**config.mk**
```make
export PLATFORM = sky130hd
export DESIGN_NAME = ternary_neuron_acc
export DESIGN_NICKNAME = d
export VERILOG_FILES = /design/src/rtl/ternary_neuron_pkg.sv /design/src/rtl/ternary_neuron_acc_sat_add.sv /design/src/rtl/ternary_neuron_acc.sv
export SDC_FILE = /design/constraint.sdc
export NUM_CORES = 1
export LEC_CHECK = 0
export ABC_CLOCK_PERIOD_IN_PS = 5950
export CORE_MARGIN = 10
export CORE_UTILIZATION = 35
export DETAILED_ROUTE_END_ITERATION = 16
export HOLD_SLACK_MARGIN = 0.06
export PLACE_DENSITY = 0.53
export SKIP_LAST_GASP = 1
export SLEW_MARGIN = 20
export SYNTH_ARGS = -nofsm -noshare
export SYNTH_HDL_FRONTEND = slang
export SYNTH_SLANG_ARGS = --single-unit
```
**constraint.sdc**
```tcl
create_clock -name clk -period 5.95 [get_ports clk]
set_clock_uncertainty 0.15 [all_clocks]
set_input_delay 1.19 -clock clk [delete_from_list [all_inputs] [get_ports clk]]
set_output_delay 1.19 -clock clk [all_outputs]
set_load 0.02 [all_outputs]
```
**src/rtl/ternary_neuron_pkg.sv**
```systemverilog
// Shared encodings for the ternary neuron accumulator: result trits and FSM states.
package ternary_neuron_pkg;

  localparam logic [1:0] TRIT_POS  = 2'b01;
  localparam logic [1:0] TRIT_NEG  = 2'b11;
  localparam logic [1:0] TRIT_ZERO = 2'b00;

  typedef enum logic [1:0] {
    ST_IDLE  = 2'd0,
    ST_ACCUM = 2'd1,
    ST_DONE  = 2'd2
  } state_e;

endpackage

```
**src/rtl/ternary_neuron_acc_sat_add.sv**
```systemverilog
// Signed saturating adder: adds at W+1 bits and clamps the result back into W bits.
module sat_add_s #(
  parameter int W = 8
) (
  input  logic signed [W-1:0] a_i,
  input  logic signed [W-1:0] b_i,
  output logic signed [W-1:0] sum_o,
  output logic                sat_o
);

  logic signed [W:0] full;

  assign full = {a_i[W-1], a_i} + {b_i[W-1], b_i};

  // The top two bits disagree only when the true sum falls outside the W-bit range.
  always_comb begin
    sum_o = full[W-1:0];
    sat_o = 1'b0;
    if (full[W] != full[W-1]) begin
      sat_o = 1'b1;
      sum_o = full[W] ? {1'b1, {(W-1){1'b0}}} : {1'b0, {(W-1){1'b1}}};
    end
  end

endmodule

```
**src/rtl/ternary_neuron_acc.sv**
```systemverilog
// Ternary neuron accumulator: sums (pos_cnt - neg_cnt) over up to MAX_CHUNKS chunk beats
// with saturation, then classifies the total against thresholds captured on the first beat.
module ternary_neuron_acc
  import ternary_neuron_pkg::*;
#(
  parameter int ACC_W      = 8,
  parameter int MAX_CHUNKS = 4
) (
  input  logic                    clk,
  input  logic                    rst,
  input  logic                    in_valid,
  output logic                    in_ready,
  input  logic [3:0]              pos_cnt,
  input  logic [3:0]              neg_cnt,
  input  logic                    in_last,
  input  logic signed [ACC_W-1:0] thr_hi,
  input  logic signed [ACC_W-1:0] thr_lo,
  output logic                    out_valid,
  input  logic                    out_ready,
  output logic [1:0]              out_trit,
  output logic signed [ACC_W-1:0] out_sum,
  output logic                    out_sat,
  output logic                    out_ovf
);

  localparam int CNT_W = $clog2(MAX_CHUNKS + 1);

  // Handshake: a beat transfers on any cycle with in_valid & in_ready, a result on
  // out_valid & out_ready; in_ready depends only on registered state, never on out_ready.
  state_e                  state_q, state_d;
  logic signed [ACC_W-1:0] acc_q, acc_d;
  logic signed [ACC_W-1:0] thr_hi_q, thr_hi_d;
  logic signed [ACC_W-1:0] thr_lo_q, thr_lo_d;
  logic [CNT_W-1:0]        cnt_q, cnt_d;
  logic                    sat_q, sat_d;
  logic [1:0]              trit_q, trit_d;
  logic signed [ACC_W-1:0] sum_q, sum_d;
  logic                    osat_q, osat_d;
  logic                    ovf_q, ovf_d;

  logic                    beat;
  logic                    first_beat;
  logic signed [4:0]       diff;
  logic signed [ACC_W-1:0] diff_ext;
  logic signed [ACC_W-1:0] add_a;
  logic signed [ACC_W-1:0] add_sum;
  logic                    add_sat;
  logic signed [ACC_W-1:0] thr_hi_use;
  logic signed [ACC_W-1:0] thr_lo_use;
  logic [CNT_W-1:0]        cnt_next;
  logic                    max_hit;
  logic                    sat_new;
  logic [1:0]              trit_new;

  assign first_beat = (state_q == ST_IDLE);
  assign beat       = in_valid & in_ready;

  assign diff     = $signed({1'b0, pos_cnt}) - $signed({1'b0, neg_cnt});
  assign diff_ext = {{(ACC_W-5){diff[4]}}, diff};

  // The first beat starts from zero and from the live thresholds it is about to capture.
  assign add_a      = first_beat ? '0 : acc_q;
  assign thr_hi_use = first_beat ? thr_hi : thr_hi_q;
  assign thr_lo_use = first_beat ? thr_lo : thr_lo_q;
  assign cnt_next   = first_beat ? CNT_W'(1) : cnt_q + CNT_W'(1);
  assign max_hit    = (cnt_next == CNT_W'(MAX_CHUNKS));
  assign sat_new    = add_sat | (!first_beat & sat_q);

  sat_add_s #(.W(ACC_W)) u_sat_add (
    .a_i   (add_a),
    .b_i   (diff_ext),
    .sum_o (add_sum),
    .sat_o (add_sat)
  );

  // Upper threshold wins when the thresholds are inverted.
  always_comb begin
    trit_new = TRIT_ZERO;
    if (add_sum > thr_hi_use) begin
      trit_new = TRIT_POS;
    end else if (add_sum < thr_lo_use) begin
      trit_new = TRIT_NEG;
    end
  end

  always_comb begin
    state_d   = state_q;
    acc_d     = acc_q;
    thr_hi_d  = thr_hi_q;
    thr_lo_d  = thr_lo_q;
    cnt_d     = cnt_q;
    sat_d     = sat_q;
    trit_d    = trit_q;
    sum_d     = sum_q;
    osat_d    = osat_q;
    ovf_d     = ovf_q;
    in_ready  = 1'b1;
    out_valid = 1'b0;
    case (state_q)
      ST_IDLE, ST_ACCUM: begin
        if (beat) begin
          acc_d = add_sum;
          cnt_d = cnt_next;
          sat_d = sat_new;
          if (first_beat) begin
            thr_hi_d = thr_hi;
            thr_lo_d = thr_lo;
          end
          state_d = ST_ACCUM;
          if (in_last || max_hit) begin
            state_d = ST_DONE;
            sum_d   = add_sum;
            trit_d  = trit_new;
            osat_d  = sat_new;
            ovf_d   = !in_last;
          end
        end
      end
      ST_DONE: begin
        in_ready  = 1'b0;
        out_valid = 1'b1;
        if (out_ready) begin
          state_d = ST_IDLE;
        end
      end
      default: begin
        state_d = ST_IDLE;
      end
    endcase
  end

  always_ff @(posedge clk) begin
    if (rst) begin
      state_q  <= ST_IDLE;
      acc_q    <= '0;
      thr_hi_q <= '0;
      thr_lo_q <= '0;
      cnt_q    <= '0;
      sat_q    <= 1'b0;
      trit_q   <= TRIT_ZERO;
      sum_q    <= '0;
      osat_q   <= 1'b0;
      ovf_q    <= 1'b0;
    end else begin
      state_q  <= state_d;
      acc_q    <= acc_d;
      thr_hi_q <= thr_hi_d;
      thr_lo_q <= thr_lo_d;
      cnt_q    <= cnt_d;
      sat_q    <= sat_d;
      trit_q   <= trit_d;
      sum_q    <= sum_d;
      osat_q   <= osat_d;
      ovf_q    <= ovf_d;
    end
  end

  assign out_trit = trit_q;
  assign out_sum  = sum_q;
  assign out_sat  = osat_q;
  assign out_ovf  = ovf_q;

endmodule

```
==> metrics.txt <==
# TYPE chip_impl_metric gauge
chip_impl_metric{name="chipWidth",unit="um"} 108
chip_impl_metric{name="final_max_slew_viol_count",unit=""} 0
chip_impl_info{name="timing.critical_path.cells",value="clkdlybuf4s50_1 > inv_1 > ha_1 > fa_2 > inv_1 > ha_1 > a211oi_2 > o21bai_1 > a21oi_2 > a21oi_1 > xnor2_1 > ha_4 > nand2_2 > nor2_4 > a21oi_2 > inv_1 > ha_1 > nor3_1 > o21ai_0 > a2111oi_1 > a211o_1 > a21oi_2 > a31oi_1"} 1
chip_impl_metric{name="asyncSetResetFlopFracSynth",unit=""} 0
chip_impl_info{name="crit_type",value="in -> reg"} 1
chip_impl_metric{name="h-tree-depth",unit=""} 2
chip_impl_metric{name="core_area",unit="um^2"} 7650
chip_impl_info{name="path_delay_family",value="adder cells"} 1
chip_impl_metric{name="detail_route.vias_per_cell",unit=""} 4.96
chip_impl_info{name="outcome",value="completed"} 1
chip_impl_metric{name="placement_rows",unit=""} 32
chip_impl_metric{name="grt_overflow_total",unit=""} 0
chip_impl_metric{name="clk_path_buf_depth",unit=""} 2
chip_impl_info{name="r2r_end",value="out_trit[0]$_SDFFE_PP0P_"} 1
chip_impl_metric{name="syn-cell-area",unit="um^2"} 2720
chip_impl_metric{name="synth.yosys.warnings",unit=""} 0
chip_impl_metric{name="synth_seq_cells",unit=""} 42
chip_impl_metric{name="period_needed",unit="ns"} 5.65
chip_impl_metric{name="postSynthAreaPerCell",unit="um^2"} 8.54
chip_impl_metric{name="grt_util_all_layers",unit=""} 0.114
chip_impl_metric{name="antenna_violations_before_repair",unit=""} 0
chip_impl_metric{name="wire_per_inst",unit="um"} 14.2
chip_impl_metric{name="post_route_cells_drive_above_1_share",unit=""} 0.136
chip_impl_info{name="timing.critical_path.slowest_stage_cell",value="fa_2"} 1
chip_impl_metric{name="vias_in_the_first_global_route",unit=""} 2249
chip_impl_metric{name="multi_input_gate_area_in_the_final_layout",unit="um^2"} 1750
chip_impl_metric{name="instance_count_of_the_mapped_netlist",unit=""} 318
chip_impl_metric{name="globalplace.congestion",unit=""} 0.890
chip_impl_metric{name="synthToLayoutAreaGrowth",unit="%"} 27.2
chip_impl_info{name="synth_top_flop_cell",value="dfxtp_1"} 1
chip_impl_metric{name="grt_max_degree",unit=""} 51
chip_impl_info{name="crit_start",value="pos_cnt[0]"} 1
chip_impl_info{name="cts_tree",value="built"} 1
chip_impl_metric{name="final_net_count",unit=""} 427
chip_impl_metric{name="total_number_of_cells_along_the_worst_setup_path",unit=""} 23
chip_impl_metric{name="antenna_left",unit=""} 0
chip_impl_metric{name="synth_edf_count",unit=""} 0
chip_impl_metric{name="max_stage_delay",unit="ns"} 0.58
chip_impl_info{name="timing.critical_path.to_type",value="flip-flop"} 1
chip_impl_metric{name="drt_iter0_drc",unit=""} 84
chip_impl_metric{name="synth.lib_cells_used.distinct",unit=""} 41
chip_impl_metric{name="part_of_the_yosys_area_used_for_sequential_elements",unit=""} 0.310
chip_impl_info{name="crit_path_start_kind",value="input pin"} 1
chip_impl_metric{name="timing_worst_slew_pin_value",unit="ns"} 0.873
chip_impl_metric{name="final-hold-violation-count",unit=""} 0
chip_impl_info{name="critical_path.endpoint",value="out_trit[0]$_SDFFE_PP0P_"} 1
chip_impl_metric{name="via_count",unit=""} 2325
chip_impl_metric{name="utilization",unit=""} 0.452
chip_impl_metric{name="clock_sinks",unit=""} 42
chip_impl_metric{name="cts_hold_buf",unit=""} 0
chip_impl_metric{name="worst-endpoint-required",unit="ns"} 6.03
chip_impl_metric{name="dieArea",unit="um^2"} 11700
chip_impl_metric{name="power_per_cell_area",unit="nW/um^2"} 313
chip_impl_metric{name="r2r_cells",unit=""} 21
chip_impl_info{name="min_path_type",value="reg -> reg"} 1
chip_impl_metric{name="ports",unit=""} 43
chip_impl_metric{name="max_cap_violations",unit=""} 0
chip_impl_metric{name="detailed_place_hpwl",unit="um"} 5040
chip_impl_metric{name="seqCellArea",unit="um^2"} 841
chip_impl_metric{name="timing.critical_path.arrival",unit="ns"} 5.73
chip_impl_metric{name="buf_inv_stages_crit_path",unit=""} 4
chip_impl_metric{name="hold-worst-slack",unit="ns"} 0.317
chip_impl_metric{name="relSlewSlack",unit=""} 0.416
chip_impl_metric{name="floorplan.die.height",unit="um"} 108
chip_impl_metric{name="antennaDiodeCount",unit=""} 0
chip_impl_metric{name="worst_skew_pair.late_latency",unit="ns"} 0.30
chip_impl_metric{name="critPathMaxFanout",unit=""} 6
chip_impl_metric{name="ir_worst_vdd",unit="uV"} 128
chip_impl_info{name="clockRootBuffer",value="clkbuf_8"} 1
chip_impl_metric{name="final.period_utilization",unit=""} 0.950
chip_impl_metric{name="finalSetupViolations",unit=""} 0
chip_impl_metric{name="setup.reg_to_reg.worst_slack",unit="ns"} 1.22
chip_impl_metric{name="route.detailed.drc",unit=""} 0
chip_impl_metric{name="routed_wirelength",unit="um"} 6660
chip_impl_metric{name="clkTransAtPathRegs",unit="ns"} 0.08
chip_impl_metric{name="postSynthNetCount",unit=""} 379
chip_impl_metric{name="detailedRoute.firstPassIterationCount",unit=""} 4
chip_impl_metric{name="cts_inserted_buffers",unit=""} 5
chip_impl_info{name="crit-reg2reg-launch",value="state_q[0]$_SDFFE_PP0P_"} 1
chip_impl_metric{name="initial_utilization",unit=""} 0.355
chip_impl_metric{name="n_fill_cell",unit=""} 750
chip_impl_metric{name="power_leakage",unit="nW"} 1.50
chip_impl_metric{name="achievable-frequency",unit="MHz"} 177
chip_impl_metric{name="io_buffers",unit=""} 42
chip_impl_metric{name="grt_pass1_wl",unit="um"} 10800
==> flip-flops by register name (all words and copies together) (netlist names) <==
name,count
cnt_q,3
sat_q,1
thr_hi_q,8
out_sum,8
thr_lo_q,8
state_q,2
out_ovf,1
acc_q,8
out_trit,2
out_sat,1
==> per-layer routing <==
| layer | global-route usage | vias up | wire [um] |
|---|---|---|---|
| li1 | - | 1216 | - |
| met1 | 0.144 | 1071 | 3160 |
| met2 | 0.188 | 36 | 3170 |
| met3 | 0.0262 | 2 | 298 |
| met4 | 0.0344 | 0 | 31 |
| met5 | 0 | - | 0 |
==> how the worst min path moves through the flow <==
stage                              from                        to  slack, ns  cells past startpoint
6_report       thr_hi_q[0]$_SDFFE_PP0P_  thr_hi_q[0]$_SDFFE_PP0P_       0.32                      2
5_1_grt         out_sum[4]$_SDFFE_PP0P_   out_sum[4]$_SDFFE_PP0P_       0.35                      2
4_1_cts        thr_hi_q[0]$_SDFFE_PP0P_  thr_hi_q[0]$_SDFFE_PP0P_       0.32                      2
3_5_place_dp   thr_hi_q[0]$_SDFFE_PP0P_  thr_hi_q[0]$_SDFFE_PP0P_       0.31                      2
3_3_place_gp   thr_hi_q[0]$_SDFFE_PP0P_  thr_hi_q[0]$_SDFFE_PP0P_       0.29                      2
2_1_floorplan  thr_hi_q[0]$_SDFFE_PP0P_  thr_hi_q[0]$_SDFFE_PP0P_       0.28                      2
==> layout make-up <==
type / instances / share of cell area
Clock inverter: 2 / 0.00362
Inverter: 28 / 0.0304
Clock buffer: 6 / 0.0239
Timing Repair Buffer: 57 / 0.154
Multi-Input combinational cell: 232 / 0.507
Tap cell: 102 / 0.0370
Sequential cell: 42 / 0.243
==> power breakdown <==
group	internal [mW]	total (mW)	leakage [nW]	switching [mW]
Clock	0.0934	0.198	0.0472	0.105
Sequential	0.310	0.325	0.347	0.0149
Combinational	0.258	0.559	1.10	0.302
Total	0.661	1.08	1.50	0.421
==> synth_stat cells, types with 2 or more instances <==
library cell  count  area, um^2
nor2_1           42         158
nand2b_1          3        18.8
o21a_1            3        22.5
inv_1            28         105
nand3_1           4        20.0
a31oi_1           2        12.5
nand2_1          10        37.5
o21ai_0          17        85.1
a211o_1           2        17.5
xnor2_1           8        70.1
a211oi_1         21         158
o32ai_1           2        17.5
o211ai_1          2        15.0
dfxtp_1          42         841
buf_4             2        15.0
buf_6             2        22.5
nor2_4            2        22.5
nor2b_1          10        62.6
a211oi_2          6        75.1
a21o_1            3        22.5
fa_1              2        40.0
mux2i_1          16         160
nor2_2            2        12.5
a21oi_1          27         135
nor3_1            4        20.0
ha_1             30         375
clkbuf_1         11        41.3
a22oi_1           2        15.0
==> layout by cell type, fill, tap and decap left out, types with 6 or more instances in the layout <==
| cell | instances |
|---|---|
| nor2_1 | 42 |
| dfxtp_1 | 42 |
| clkdlybuf4s50_1 | 42 |
| inv_1 | 28 |
| ha_1 | 28 |
| a21oi_1 | 21 |
| a211oi_1 | 20 |
| o21ai_0 | 17 |
| mux2i_1 | 16 |
| buf_4 | 15 |
| nand2_1 | 9 |
| xnor2_1 | 8 |
| nor2b_1 | 8 |
| a211oi_2 | 7 |
| a21oi_2 | 6 |
| clkbuf_8 | 6 |
==> stage by stage <==
| step | std cells | setup slack, ns | cell area, um^2 | power (mW) | setup TNS [ns] |
|---|---|---|---|---|---|
| floorplan | 318 | 0.654 | 2720 | 0.665 | 0 |
| global placement | 458 | -0.0228 | 3270 | 0.844 | -0.0448 |
| detailed placement | 458 | -0.0863 | 3270 | 0.842 | -0.163 |
| CTS | 466 | 0.172 | 3370 | 1.05 | 0 |
| global route | 469 | -0.0581 | 3450 | 1.17 | -0.116 |
| finish | 469 | 0.299 | 3450 | 1.08 | 0 |
==> tightest hold or removal path, cell delays in order, from the launching register on <==
cell and delay, ns:
dfxtp_1 0.32, nand2_1 0.05, a21oi_1 0.06
==> kinds of logic after synthesis <==
family,count (synthesis),synth area share
flops,42,0.310
buf+inv,44,0.0696
mux,17,0.0631
fa+ha+maj,32,0.153
simple gates,83,0.151
xor+xnor,8,0.0258
compound gates,92,0.228
==> timing repair <==
item,CTS,global route
endpoints found under the setup margin,0,2
resized for setup,0,15
buffers inserted,0,3
(Power assumes the default switching activity.)
